--- src/rtl/elm_inference_sequencer.sv ---
// Control sequencer for one ELM inference pass: image capture, hidden-layer release,
// output-layer start, result handshake, and a watchdog that parks the block on a hang.
module elm_inference_sequencer #(
    parameter int unsigned IMG_BITS = 256,
    parameter int unsigned LABEL_W  = 4,
    parameter int unsigned TIMEOUT  = 100000
) (
    input  logic                clock,
    input  logic                reset,
    input  logic                img_valid,
    input  logic [1:IMG_BITS]   img_data,
    output logic                img_ready,
    output logic [1:IMG_BITS]   hl_image,
    output logic                hl_restart,
    input  logic                hl_update,
    output logic                ol_start,
    input  logic                ol_done,
    input  logic [LABEL_W-1:0]  ol_class,
    output logic                res_valid,
    output logic [LABEL_W-1:0]  res_class,
    input  logic                res_ready,
    output logic                busy,
    output logic                timeout_err,
    output logic [15:0]         img_count
);

    localparam int unsigned     WD_W       = 17;
    localparam logic [WD_W-1:0] WD_TIMEOUT = WD_W'(TIMEOUT);

    typedef enum logic [2:0] {
        IDLE,
        HL_RUN,
        OL_WAIT,
        RESULT,
        ERROR
    } state_t;

    state_t              state, state_nxt;
    logic [WD_W-1:0]     wd, wd_nxt, wd_inc;
    logic [1:IMG_BITS]   hl_image_nxt;
    logic [LABEL_W-1:0]  res_class_nxt;
    logic [15:0]         img_count_nxt;
    logic                ol_start_nxt;
    logic                wd_expired;

    function automatic logic [WD_W-1:0] sat_inc(input logic [WD_W-1:0] v);
        return (v == {WD_W{1'b1}}) ? v : v + WD_W'(1);
    endfunction

    // wd_inc is the count including the edge now being taken, so the TIMEOUT-th
    // edge in a state is the one that moves to ERROR.
    assign wd_inc     = sat_inc(wd);
    assign wd_expired = (wd_inc >= WD_TIMEOUT);

    always_comb begin
        state_nxt     = state;
        wd_nxt        = '0;
        hl_image_nxt  = hl_image;
        res_class_nxt = res_class;
        img_count_nxt = img_count;
        ol_start_nxt  = 1'b0;
        case (state)
            IDLE: begin
                if (img_valid && img_ready) begin
                    hl_image_nxt = img_data;
                    state_nxt    = HL_RUN;
                end
            end
            HL_RUN: begin
                if (hl_update) begin
                    ol_start_nxt = 1'b1;
                    state_nxt    = OL_WAIT;
                end else if (wd_expired) begin
                    state_nxt = ERROR;
                end else begin
                    wd_nxt = wd_inc;
                end
            end
            OL_WAIT: begin
                // A result arriving on the expiry edge still wins over the watchdog.
                if (ol_done) begin
                    res_class_nxt = ol_class;
                    state_nxt     = RESULT;
                end else if (wd_expired) begin
                    state_nxt = ERROR;
                end else begin
                    wd_nxt = wd_inc;
                end
            end
            RESULT: begin
                if (res_valid && res_ready) begin
                    img_count_nxt = img_count + 16'd1;
                    state_nxt     = IDLE;
                end
            end
            ERROR: begin
                state_nxt = ERROR;
            end
            default: begin
                state_nxt = IDLE;
            end
        endcase
    end

    // Every output is a register derived from the next state, so nothing combinational
    // reaches the layer or handshake pins.
    always_ff @(posedge clock) begin
        if (reset) begin
            state       <= IDLE;
            wd          <= '0;
            img_ready   <= 1'b1;
            hl_restart  <= 1'b1;
            hl_image    <= '0;
            ol_start    <= 1'b0;
            res_valid   <= 1'b0;
            res_class   <= '0;
            busy        <= 1'b0;
            timeout_err <= 1'b0;
            img_count   <= '0;
        end else begin
            state       <= state_nxt;
            wd          <= wd_nxt;
            img_ready   <= (state_nxt == IDLE);
            hl_restart  <= (state_nxt == IDLE) || (state_nxt == ERROR);
            hl_image    <= hl_image_nxt;
            ol_start    <= ol_start_nxt;
            res_valid   <= (state_nxt == RESULT);
            res_class   <= res_class_nxt;
            busy        <= (state_nxt != IDLE);
            timeout_err <= (state_nxt == ERROR);
            img_count   <= img_count_nxt;
        end
    end

endmodule

--- config.mk ---
export PLATFORM = sky130hd
export DESIGN_NAME = elm_inference_sequencer
export DESIGN_NICKNAME = d
export VERILOG_FILES = /design/src/rtl/elm_inference_sequencer.sv
export SDC_FILE = /design/constraint.sdc
export NUM_CORES = 1
export LEC_CHECK = 0
export ABC_AREA = 0
export BUFFER_PORTS_ARGS = -buffer_cell sky130_fd_sc_hd__buf_2
export CAP_MARGIN = 30
export CORE_AREA = 2 2 214 216
export CTS_CLUSTER_SIZE = 10
export DETAILED_ROUTE_END_ITERATION = 12
export DIE_AREA = 0 0 216 218
export PLACE_DENSITY = 0.51
export SLEW_MARGIN = 20
export SYNTH_ARGS = -nofsm -noshare
export SYNTH_HDL_FRONTEND = slang
export SYNTH_SLANG_ARGS = --single-unit
--- constraint.sdc ---
create_clock -name clock -period 3.9 [get_ports clock]
set_input_delay 0.39 -clock clock [delete_from_list [all_inputs] [get_ports clock]]
set_output_delay 0.39 -clock clock [all_outputs]
set_load 0.05 [all_outputs]
==> results of run 1 <==
-- layer usage --
layer,up-vias,track usage (%),wire length [µm]
li1,5458,-,-
met4,4,4.18,697
met1,4987,17.2,14900
met3,47,5.54,3360
met2,402,25.3,17900
met5,-,0,24
-- cells in the mapped netlist, types with 3 or more instances --
cell type,count
mux2i_1,7
nand2b_1,4
nand4_1,7
inv_1,3
clkbuf_1,87
a21oi_1,270
and3_1,6
nand3_1,19
o21ai_0,15
xor2_1,10
or3_1,9
nor2_1,40
xnor2_1,7
nand2_1,531
nor2b_1,5
dfxtp_1,302
nor3_1,5
buf_2,4
-- critical path, cell delays in order (launching register included) --
cell and delay, ps:
dfxtp_1 420, ha_1 340, nand4_2 210, nor4_4 370, nand2b_1 360, a311oi_2 370, a21oi_2 160, or2_1 290
a211o_1 260
-- sequential cells by signal, indices dropped and copies added, names as in the netlist --
name and flops:
busy 1, hl_image 256, hl_restart 1, img_count 16, img_ready 1, ol_start 1, res_class 4, res_valid 1
state 3, timeout_err 1, wd 17
-- layout make-up --
cell class / instances / area (µm²) / area share, %
diodes: 2 / 5.00 / 0.0330
flip-flops and latches: 302 / 6050 / 39.8
multi-input cells: 969 / 4440 / 29.2
clock buffers: 43 / 1010 / 6.65
repair buffers: 557 / 2890 / 19.1
inverters: 3 / 11.3 / 0.0741
clock inverters: 3 / 30.0 / 0.198
well taps: 600 / 751 / 4.94
-- kinds of logic after synthesis --
kind of cell | Yosys count
buf+inv | 98
simple gates | 636
flops | 302
compound gates | 307
fa+ha+maj | 2
xor+xnor | 17
mux | 7
-- metrics by stage --
| stage | area [µm²] | setup slack, ps |
|---|---|---|
| 6_report | 15200 | 1000 |
| 5_1_grt | 15200 | 759 |
| 4_1_cts | 15200 | 999 |
| 3_5_place_dp | 14100 | 1010 |
| 3_3_place_gp | 14100 | 1080 |
| 2_1_floorplan | 10900 | 1580 |
-- power breakdown --
part / internal [mW] / switching [mW]
combinational: 0.860 / 3.01
sequential: 3.58 / 0.235
clock: 1.81 / 1.26
total: 6.25 / 4.50
-- path summary, 6_finish.rpt --
check | endpoint | cells after the start
max | busy$_SDFF_PP0_ | 8
min | res_class[3]$_SDFFE_PP0P_ | 3
max reg2reg | busy$_SDFF_PP0_ | 8
min reg2reg | hl_image[10]$_SDFFE_PP0P_ | 2
==> flow_summary.yaml, run 1 <==
synth:
  synth_top_cell_by_area: "dfxtp_1"
  synth_mux_area_share_pct: 0.645
  ys_seq_elements: 302
  synthTopCellsByArea: "dfxtp_1 56%, nand2_1 18%, a21oi_1 12%"
  synthesis.area_um2: 10900
  async_flop_share_pct: 0
  synth_nets: 1637
  syn_avg_cell_area_um2: 7.93
  synth_edf_count: 0
  synth_top_family_by_area: "simple AND/OR/NAND/NOR gates"
  yosys.area_share.simple_pct: 23.6
  synth_warnings: 0
  ys.flop_type: "dfxtp_1"
  synth.distinct_cells: 50
  synth_compound_area_share_pct: 15.0
  synthCells: 1369
  synth.top_cell.area_share_pct: 55.7
  synth_xor_area_share_pct: 1.37
  seq_area_frac_synth_pct: 55.7
  synthAdderAreaFrac_pct: 0.230
sta:
  rsz0062_at_grt: "false"
  min_period_over_period_pct: 74.3
  tns_ps: 0
  holdWs_ps: 85.5
  period_needed_ps: 2900
  setup_viol: 0
  tightest_slew_ps: 882
  hold_viol: 0
  slew_viol_final: 0
  fin_worst_skew_ps: 23.4
  slew_headroom_pct: 41.2
  max_freq_mhz: 345
clocking:
  clock_latency_ps: 540
  clk_path_buf_depth: 3
  cts_tree: "built"
  cts_sinks: 302
  clockRootBuffer: "clkbuf_16"
  numCtsBuffers: 37
  hold_buffers: 0
  cts_htree_levels: 2
  cts_resized: 0
  cts_setup_buffers: 0
  path_clk_slew_ps: 60
floorplanning:
  rows: 78
  coreArea_um2: 44900
  fp.dieH_um: 218
  initial_utilization_pct: 24.2
  pin_count: 548
  die_x_um: 216
  dieArea_um2: 47100
pwr:
  power_density_nw_per_um2: 708
  leakage_nw: 6.87
  vdd_drop_max_uv: 411
  power.total_mw: 10.8
route:
  drt_drc_violations_left: 0
  wirelength_um: 36900
  routed_via_density: 4.40
  wl_per_cell_um: 14.9
  drt-pass1-iter-count: 4
  num_vias: 10898
  drtIter0Drc: 453
  ant_nets: 0
run:
  drv_cap: 0
setup_path:
  r2r_start: "wd[0]$_SDFF_PP0_"
  critPathKind: "register to register"
  cp-end-kind: "register"
  crit_required_ps: 4320
  rrSetupSlack_ps: 1000
  worstPathArrival_ps: 3320
  crit_fanout: 11
  startpoint: "wd[0]$_SDFF_PP0_"
  critPathLaunchType: "register"
final_layout:
  nets: 2138
  layout_common_cells: "546 x buf_2, 531 x nand2_1, 302 x dfxtp_1"
  layout-drive-gt1-share_pct: 32.7
  stdcell_count: 2479
  num-fill-cells: 4906
  final_common_cell: "buf_2"
  final_util_pct: 33.8
  syn2layout_area_growth_pct: 39.8
global_routing:
  grt_first_pass_wirelength_um: 56100
  grt_usage_pct: 14.8
  grt_pass1_vias: 10207
  antenna_found_initial: 4
  gr-total-overflow: 0
  grt_max_degree: 147
placed_design:
  dp.cells: 2430
  io_buffers: 547
  place_congestion: 0.824
  dp_hpwl_um: 26100
status:
  outcome: "finished, final reports clean"
hold_path:
  worstHoldStart: "ol_class[3]"
  hp-class: "input pin to register"
Power figures use the tool's default switching activity.
==> run 2, diff against run 1 <==
--- a/config.mk
+++ b/config.mk
@@ -5,13 +5,13 @@
 export SDC_FILE = /design/constraint.sdc
 export NUM_CORES = 1
 export LEC_CHECK = 0
-export ABC_AREA = 0
+export ABC_AREA = 1
 export BUFFER_PORTS_ARGS = -buffer_cell sky130_fd_sc_hd__buf_2
 export CAP_MARGIN = 30
-export CORE_AREA = 2 2 214 216
+export CORE_AREA = 2 2 215 217
 export CTS_CLUSTER_SIZE = 10
 export DETAILED_ROUTE_END_ITERATION = 12
-export DIE_AREA = 0 0 216 218
+export DIE_AREA = 0 0 217 219
 export PLACE_DENSITY = 0.51
 export SLEW_MARGIN = 20
 export SYNTH_ARGS = -nofsm -noshare
==> constraint.sdc (replaced) <==
create_clock -name clock -period 2.9 [get_ports clock]
set_input_delay 0.29 -clock clock [delete_from_list [all_inputs] [get_ports clock]]
set_output_delay 0.29 -clock clock [all_outputs]
set_load 0.05 [all_outputs]
==> run 2 against run 1 <==
  * Utilization up 5.1 points
  * First-iteration DRC count up 8.8%
  * Global-route usage up 1.2 points
  * Synthesized cell count up 4.1%
  * Power up 66%
  * Worst hold slack worse by 54 ps
  * Cell count up 12%
  * Clock skew down 9.5 ps
  * Sequential share of layout area down 5.3 points
  * Critical endpoint is now wd[1]$_SDFF_PP0_
==> flow_summary.yaml, run 2 <==
sta:
  hold_viol: 0
  period_needed_ps: 2150
  slew_headroom_pct: 56.3
  holdWs_ps: 31.8
  setup_viol: 0
  worst_slack_ps: 749
  tns_ps: 0
  min_period_over_period_pct: 74.2
  tightest_slew_ps: 655
  fin_worst_skew_ps: 13.9
  slew_viol_final: 0
  rsz0062_at_grt: "false"
  max_freq_mhz: 465
final_layout:
  layout_common_cells: "547 x buf_2, 545 x nor2_1, 302 x dfxtp_1"
  largest_reg_flops: 256
  syn2layout_area_growth_pct: 60.2
  final_util_pct: 38.9
  stdcell_count: 2767
  top_register: "hl_image"
  nets: 2418
  reg_top3: "hl_image: 256 flops, wd: 17 flops, img_count: 16 flops"
  final_common_cell: "buf_2"
  layout-drive-gt1-share_pct: 30.3
setup_path:
  cp-end-kind: "register"
  critPathKind: "register to register"
  worstPathArrival_ps: 2560
  crit_required_ps: 3310
  crit_fanout: 18
  critPathLaunchType: "register"
run:
  drv_cap: 0
status:
  outcome: "finished, final reports clean"
synth:
  ys.flop_type: "dfxtp_1"
  synth_mux_area_share_pct: 0
  synth_top_family_by_area: "simple AND/OR/NAND/NOR gates"
  synth_compound_area_share_pct: 14.7
  seq_area_frac_synth_pct: 55.2
  synth_edf_count: 0
  ys_seq_elements: 302
  synthAdderAreaFrac_pct: 0.229
  synth.top_cell.area_share_pct: 55.2
  synthMostInstantiatedCell: "nor2_1"
  synthesis.area_um2: 10900
  async_flop_share_pct: 0
  synthTopCellsByArea: "dfxtp_1 55%, nor2_1 19%, o21ai_0 12%"
  synth_nets: 1693
  synth_top_cell_by_area: "dfxtp_1"
  synth.distinct_cells: 31
  synth_xor_area_share_pct: 0.400
  synthCells: 1425
  syn_avg_cell_area_um2: 7.68
  yosys.area_share.simple_pct: 24.5
  synth_warnings: 0
  synth_common_cells: "545 x nor2_1, 302 x dfxtp_1, 271 x o21ai_0, 82 x clkbuf_1, 54 x nand2_1"
placed_design:
  dp_hpwl_um: 27500
  place_congestion: 0.800
  dp.cells: 2500
  io_buffers: 547
  dp_slack_ps: 741
route:
  drt_drc_violations_left: 0
  drt-pass1-iter-count: 4
  drtIter0Drc: 493
  wirelength_um: 40000
  ant_nets: 0
  wl_per_cell_um: 14.5
  num_vias: 11825
  routed_via_density: 4.27
hold_path:
  hp-class: "input pin to register"
clocking:
  path_clk_slew_ps: 50
  clk_path_buf_depth: 3
  cts_tree: "built"
  cts_sinks: 302
  clockRootBuffer: "clkbuf_16"
  clock_latency_ps: 530
  cts_resized: 0
  numCtsBuffers: 39
  cts_htree_levels: 2
floorplanning:
  die_x_um: 217
  initial_utilization_pct: 24.3
  pin_count: 548
  rows: 78
  coreArea_um2: 45100
  fp.dieH_um: 219
  dieArea_um2: 47500
global_routing:
  gr-total-overflow: 0
  grt_max_degree: 149
  grt_pass1_vias: 11823
  grt_first_pass_wirelength_um: 61500
  grt_usage_pct: 16.0
  antenna_found_initial: 1
pwr:
  vdd_drop_max_uv: 627
  leakage_nw: 8.22
  power_density_nw_per_um2: 1020
-- run 2: final timing paths --
| check | startpoint | to | slack [ps] | depth (start not counted) |
|---|---|---|---|---|
| worst max-delay path | wd[0]$_SDFF_PP0_ | wd[1]$_SDFF_PP0_ | 750 | 12 |
| worst min-delay path | img_data[28] | hl_image[28]$_SDFFE_PP0P_ | 30 | 3 |
| worst max register to register | wd[0]$_SDFF_PP0_ | wd[1]$_SDFF_PP0_ | 750 | 12 |
| worst min register to register | hl_image[165]$_SDFFE_PP0P_ | hl_image[165]$_SDFFE_PP0P_ | 470 | 2 |
-- run 2: kinds of logic after synthesis --
| family | Yosys count |
|---|---|
| buf+inv | 142 |
| compound gates | 312 |
| simple gates | 662 |
| fa+ha+maj | 2 |
| xor+xnor | 5 |
| flops | 302 |
-- run 2: stage by stage --
step / cell area, µm² / power [mW]
final: 17500 / 17.8
after global routing: 17500 / 18.8
after global placement: 14300 / 13.3
after CTS: 17500 / 18.0
after detailed placement: 14300 / 13.3
after floorplan: 10900 / 11.3
-- run 2: what timing repair did --
item / 4_1_cts / 5_1_grt
buffers inserted: 0 / 0
hold endpoints to repair: 209 / 0
hold buffers: 209 / 0
-- run 2: area by class of cell --
class,count,area [µm²]
Tap cell,600,751
Clock buffer,50,1080
Inverter,53,211
Multi-Input combinational cell,981,4360
Clock inverter,6,41.3
Fill cell,4694,27600
Antenna cell,2,5.00
Sequential cell,302,6050
Timing Repair Buffer,773,5040
-- run 2: where the power goes --
| group | leakage, nW | internal [mW] | switching, mW |
|---|---|---|---|
| combinational | 5.19 | 1.86 | 5.89 |
| clock | 0.540 | 2.59 | 1.77 |
| sequential | 2.49 | 5.20 | 0.497 |
| total | 8.22 | 9.64 | 8.16 |
-- run 2: worst max-delay path, cell delays in order (launching register included) --
cell and delay, ps:
dfxtp_1 380, ha_1 250, nand3_4 150, nor2_8 200, nand3_4 250, nand3_1 160, nand2_1 60, nand2_1 60
nand2_1 70, nand2_2 90, nand2_4 80, nand2_4 200, nor3_1 80
-- run 2: layer usage --
| metal | track usage (%) | share of wire [%] | routed length [µm] | up-vias |
|---|---|---|---|---|
| li1 | - | - | - | 6008 |
| met2 | 27.2 | 47 | 18800 | 410 |
| met5 | 0 | 0 | 0 | - |
| met4 | 6.30 | 3.0 | 1190 | 0 |
| met1 | 18.9 | 42 | 16800 | 5330 |
| met3 | 4.80 | 8.0 | 3190 | 77 |
==> run 3, diff against run 2 <==
==> constraint.sdc (replaced) <==
create_clock -name clock -period 2.1 [get_ports clock]
set_input_delay 0.21 -clock clock [delete_from_list [all_inputs] [get_ports clock]]
set_output_delay 0.21 -clock clock [all_outputs]
set_load 0.05 [all_outputs]
==> run 3 against run 2 <==
  * Critical path depth grew 3
  * Setup slack worse by 610 ps
  * Fmax is 9.8% higher
  * Clock power rose by 43%
  * Largest cell class unchanged
  * Worst hold slack improved by 72 ps
  * Cell count increased by 2.6%
  * Highest routed layer unchanged
  * Utilization is 1.8 points higher
==> flow_summary.yaml, run 3 (synthesized netlist as in run 2, its figures left out) <==
placed_design:
  dp_slack_ps: 88.4
  io_buffers: 547
  place_congestion: 0.845
  post_dp_cell_area_um2: 14500
  dp_hpwl_um: 28200
setup_path:
  cp-end-kind: "register"
  r2r_start: "wd[1]$_SDFF_PP0_"
  rrSetupSlack_ps: 140
  r2r_end: "hl_restart$_SDFF_PP1_"
  max_stage_delay_ps: 360
  crit_required_ps: 2520
  worst-path-buf-inv: 2
  worstPathArrival_ps: 2380
  cp_top_family: "simple AND/OR/NAND/NOR gates"
  critPathLaunchType: "register"
  critPathKind: "register to register"
  crit_top_cell: "nand2_1"
  crit_chain: "ha_4 > nand3_4 > nor2_4 > buf_4 > nand4_1 > nand2_1 > nand3_1 > nor2_1 > nand2_2 > nand2_4 > nand2_1 > nand2_1 > nand2_2 > inv_2 > nor2_2"
  reg2reg_depth: 15
  critical_path.slowest_cell: "dfxtp_1"
  crit_fanout: 5
route:
  drt_drc_violations_left: 0
  drtIter0Drc: 556
  ant_nets: 0
  num_vias: 12270
  routed.top_layer: "met4"
  wl_met2_um: 19800
  wl_per_cell_um: 14.4
  routed_via_density: 4.32
  wirelength_um: 41000
  drt-pass1-iter-count: 5
  wl_met3_um: 3190
  wl_met1_um: 16500
status:
  outcome: "finished, final reports clean"
global_routing:
  grt_usage_pct: 16.3
  antenna_found_initial: 6
  gr-total-overflow: 0
  grt_first_pass_wirelength_um: 62700
  grt_pass1_vias: 12141
  grt_max_degree: 137
run:
  drv_cap: 0
clocking:
  path_clk_slew_ps: 50
  clockRootBuffer: "clkbuf_16"
  numCtsBuffers: 38
  cts_sinks: 302
  clock_latency_ps: 530
  cts_tree: "built"
  clk_path_buf_depth: 3
  cts_htree_levels: 2
floorplanning:
  initial_utilization_pct: 24.3
  dieArea_um2: 47500
  coreArea_um2: 45100
  fp.dieH_um: 219
  pin_count: 548
  die_x_um: 217
  rows: 78
sta:
  tightest_slew_ps: 644
  slew_headroom_pct: 57.1
  tns_ps: 0
  period_needed_ps: 1960
  rsz0062_at_grt: "false"
  hold_viol: 0
  worst_slack_ps: 141
  fin_worst_skew_ps: 8.08
  min_period_over_period_pct: 93.3
  slew_viol_final: 0
  setup_viol: 0
  max_freq_mhz: 511
pwr:
  seq_power_share_pct: 31.5
  vdd_drop_max_uv: 874
  combPwrFrac_pct: 43.7
  power.switching_mw: 11.3
  p_int_mw: 13.7
  power_density_nw_per_um2: 1360
  power.total_mw: 25.0
  leakage_nw: 8.59
  pwr-share-clk_pct: 24.8
  netSwitchingFraction_pct: 45.1
hold_path:
  hp-class: "input pin to register"
  holdPathEnd: "img_count[1]$_SDFFE_PP0P_"
  worstHoldStart: "reset"
  holdPathStages: 3
final_layout:
  fin_area_um2: 18400
  layout_common_cells: "547 x buf_2, 544 x nor2_1, 300 x dfxtp_1"
  layout-drive-gt1-share_pct: 30.5
  top_register: "hl_image"
  final_common_cell: "buf_2"
  num-fill-cells: 4557
  nets: 2488
  syn2layout_area_growth_pct: 67.7
  reg_top3: "hl_image: 256 flops, wd: 17 flops, img_count: 16 flops"
  largest_reg_flops: 256
-- run 3: timing repair --
| action | 4_1_cts | 5_1_grt |
|---|---|---|
| hold buffers | 261 | 0 |
| hold endpoints to repair | 261 | 0 |
| setup buffers | 0 | 6 |
| setup endpoints to repair | 0 | 27 |
| gates resized for setup | 0 | 15 |
-- run 3: final cells by class --
type / instances / area (µm²) / area share, %
Multi-Input combinational cell: 981 / 4420 / 24.1
Tap cell: 600 / 751 / 4.09
Sequential cell: 302 / 6050 / 32.9
Timing Repair Buffer: 844 / 5750 / 31.3
Inverter: 53 / 211 / 1.15
Antenna cell: 4 / 10.0 / 0.0545
Clock inverter: 4 / 70.1 / 0.382
Clock buffer: 52 / 1100 / 5.98
-- run 3: power groups by stage --
stage	clock network, mW	registers, mW	logic, mW
2_1_floorplan	0	12.8	2.80
3_3_place_gp	0	7.92	10.5
3_5_place_dp	0	7.99	10.5
4_1_cts	6.47	7.89	10.9
5_1_grt	6.70	8.06	11.7
6_report	6.22	7.89	10.9
-- run 3: tightest hold or removal path, stage by stage --
cell,delay (ps)
buf_2,130
buf_4,190
a21oi_1,50
-- run 3: per-stage QoR --
step           hold WS, ps  std cells  utilization [%]
2_1_floorplan          374       1425                -
3_3_place_gp           456       2513             32.1
3_5_place_dp           456       2513             32.1
4_1_cts               44.5       2830             40.4
5_1_grt               74.5       2840             40.7
6_report               103       2840             40.7
-- run 3: worst max-delay path by stage --
| stage | startpoint | cells after the start | slack, ps | to |
|---|---|---|---|---|
| 3_3_place_gp | wd[0]$_SDFF_PP0_ | 12 | 150 | wd[1]$_SDFF_PP0_ |
| 5_1_grt | wd[7]$_SDFF_PP0_ | 15 | 0.7 | busy$_SDFF_PP0_ |
| 2_1_floorplan | img_count[1]$_SDFFE_PP0P_ | 8 | 120 | img_count[14]$_SDFFE_PP0P_ |
| 3_5_place_dp | wd[0]$_SDFF_PP0_ | 12 | 90 | wd[1]$_SDFF_PP0_ |
| 6_report | wd[1]$_SDFF_PP0_ | 15 | 140 | hl_restart$_SDFF_PP1_ |
| 4_1_cts | wd[0]$_SDFF_PP0_ | 13 | 70 | wd[1]$_SDFF_PP0_ |
-- run 3: metal layers --
layer  GRT usage [%]  vias to the layer above
met2            28.4                      444
met1            18.5                     5599
met5               0                        -
li1                -                     6138
met3            4.88                       89
met4            6.99                        0
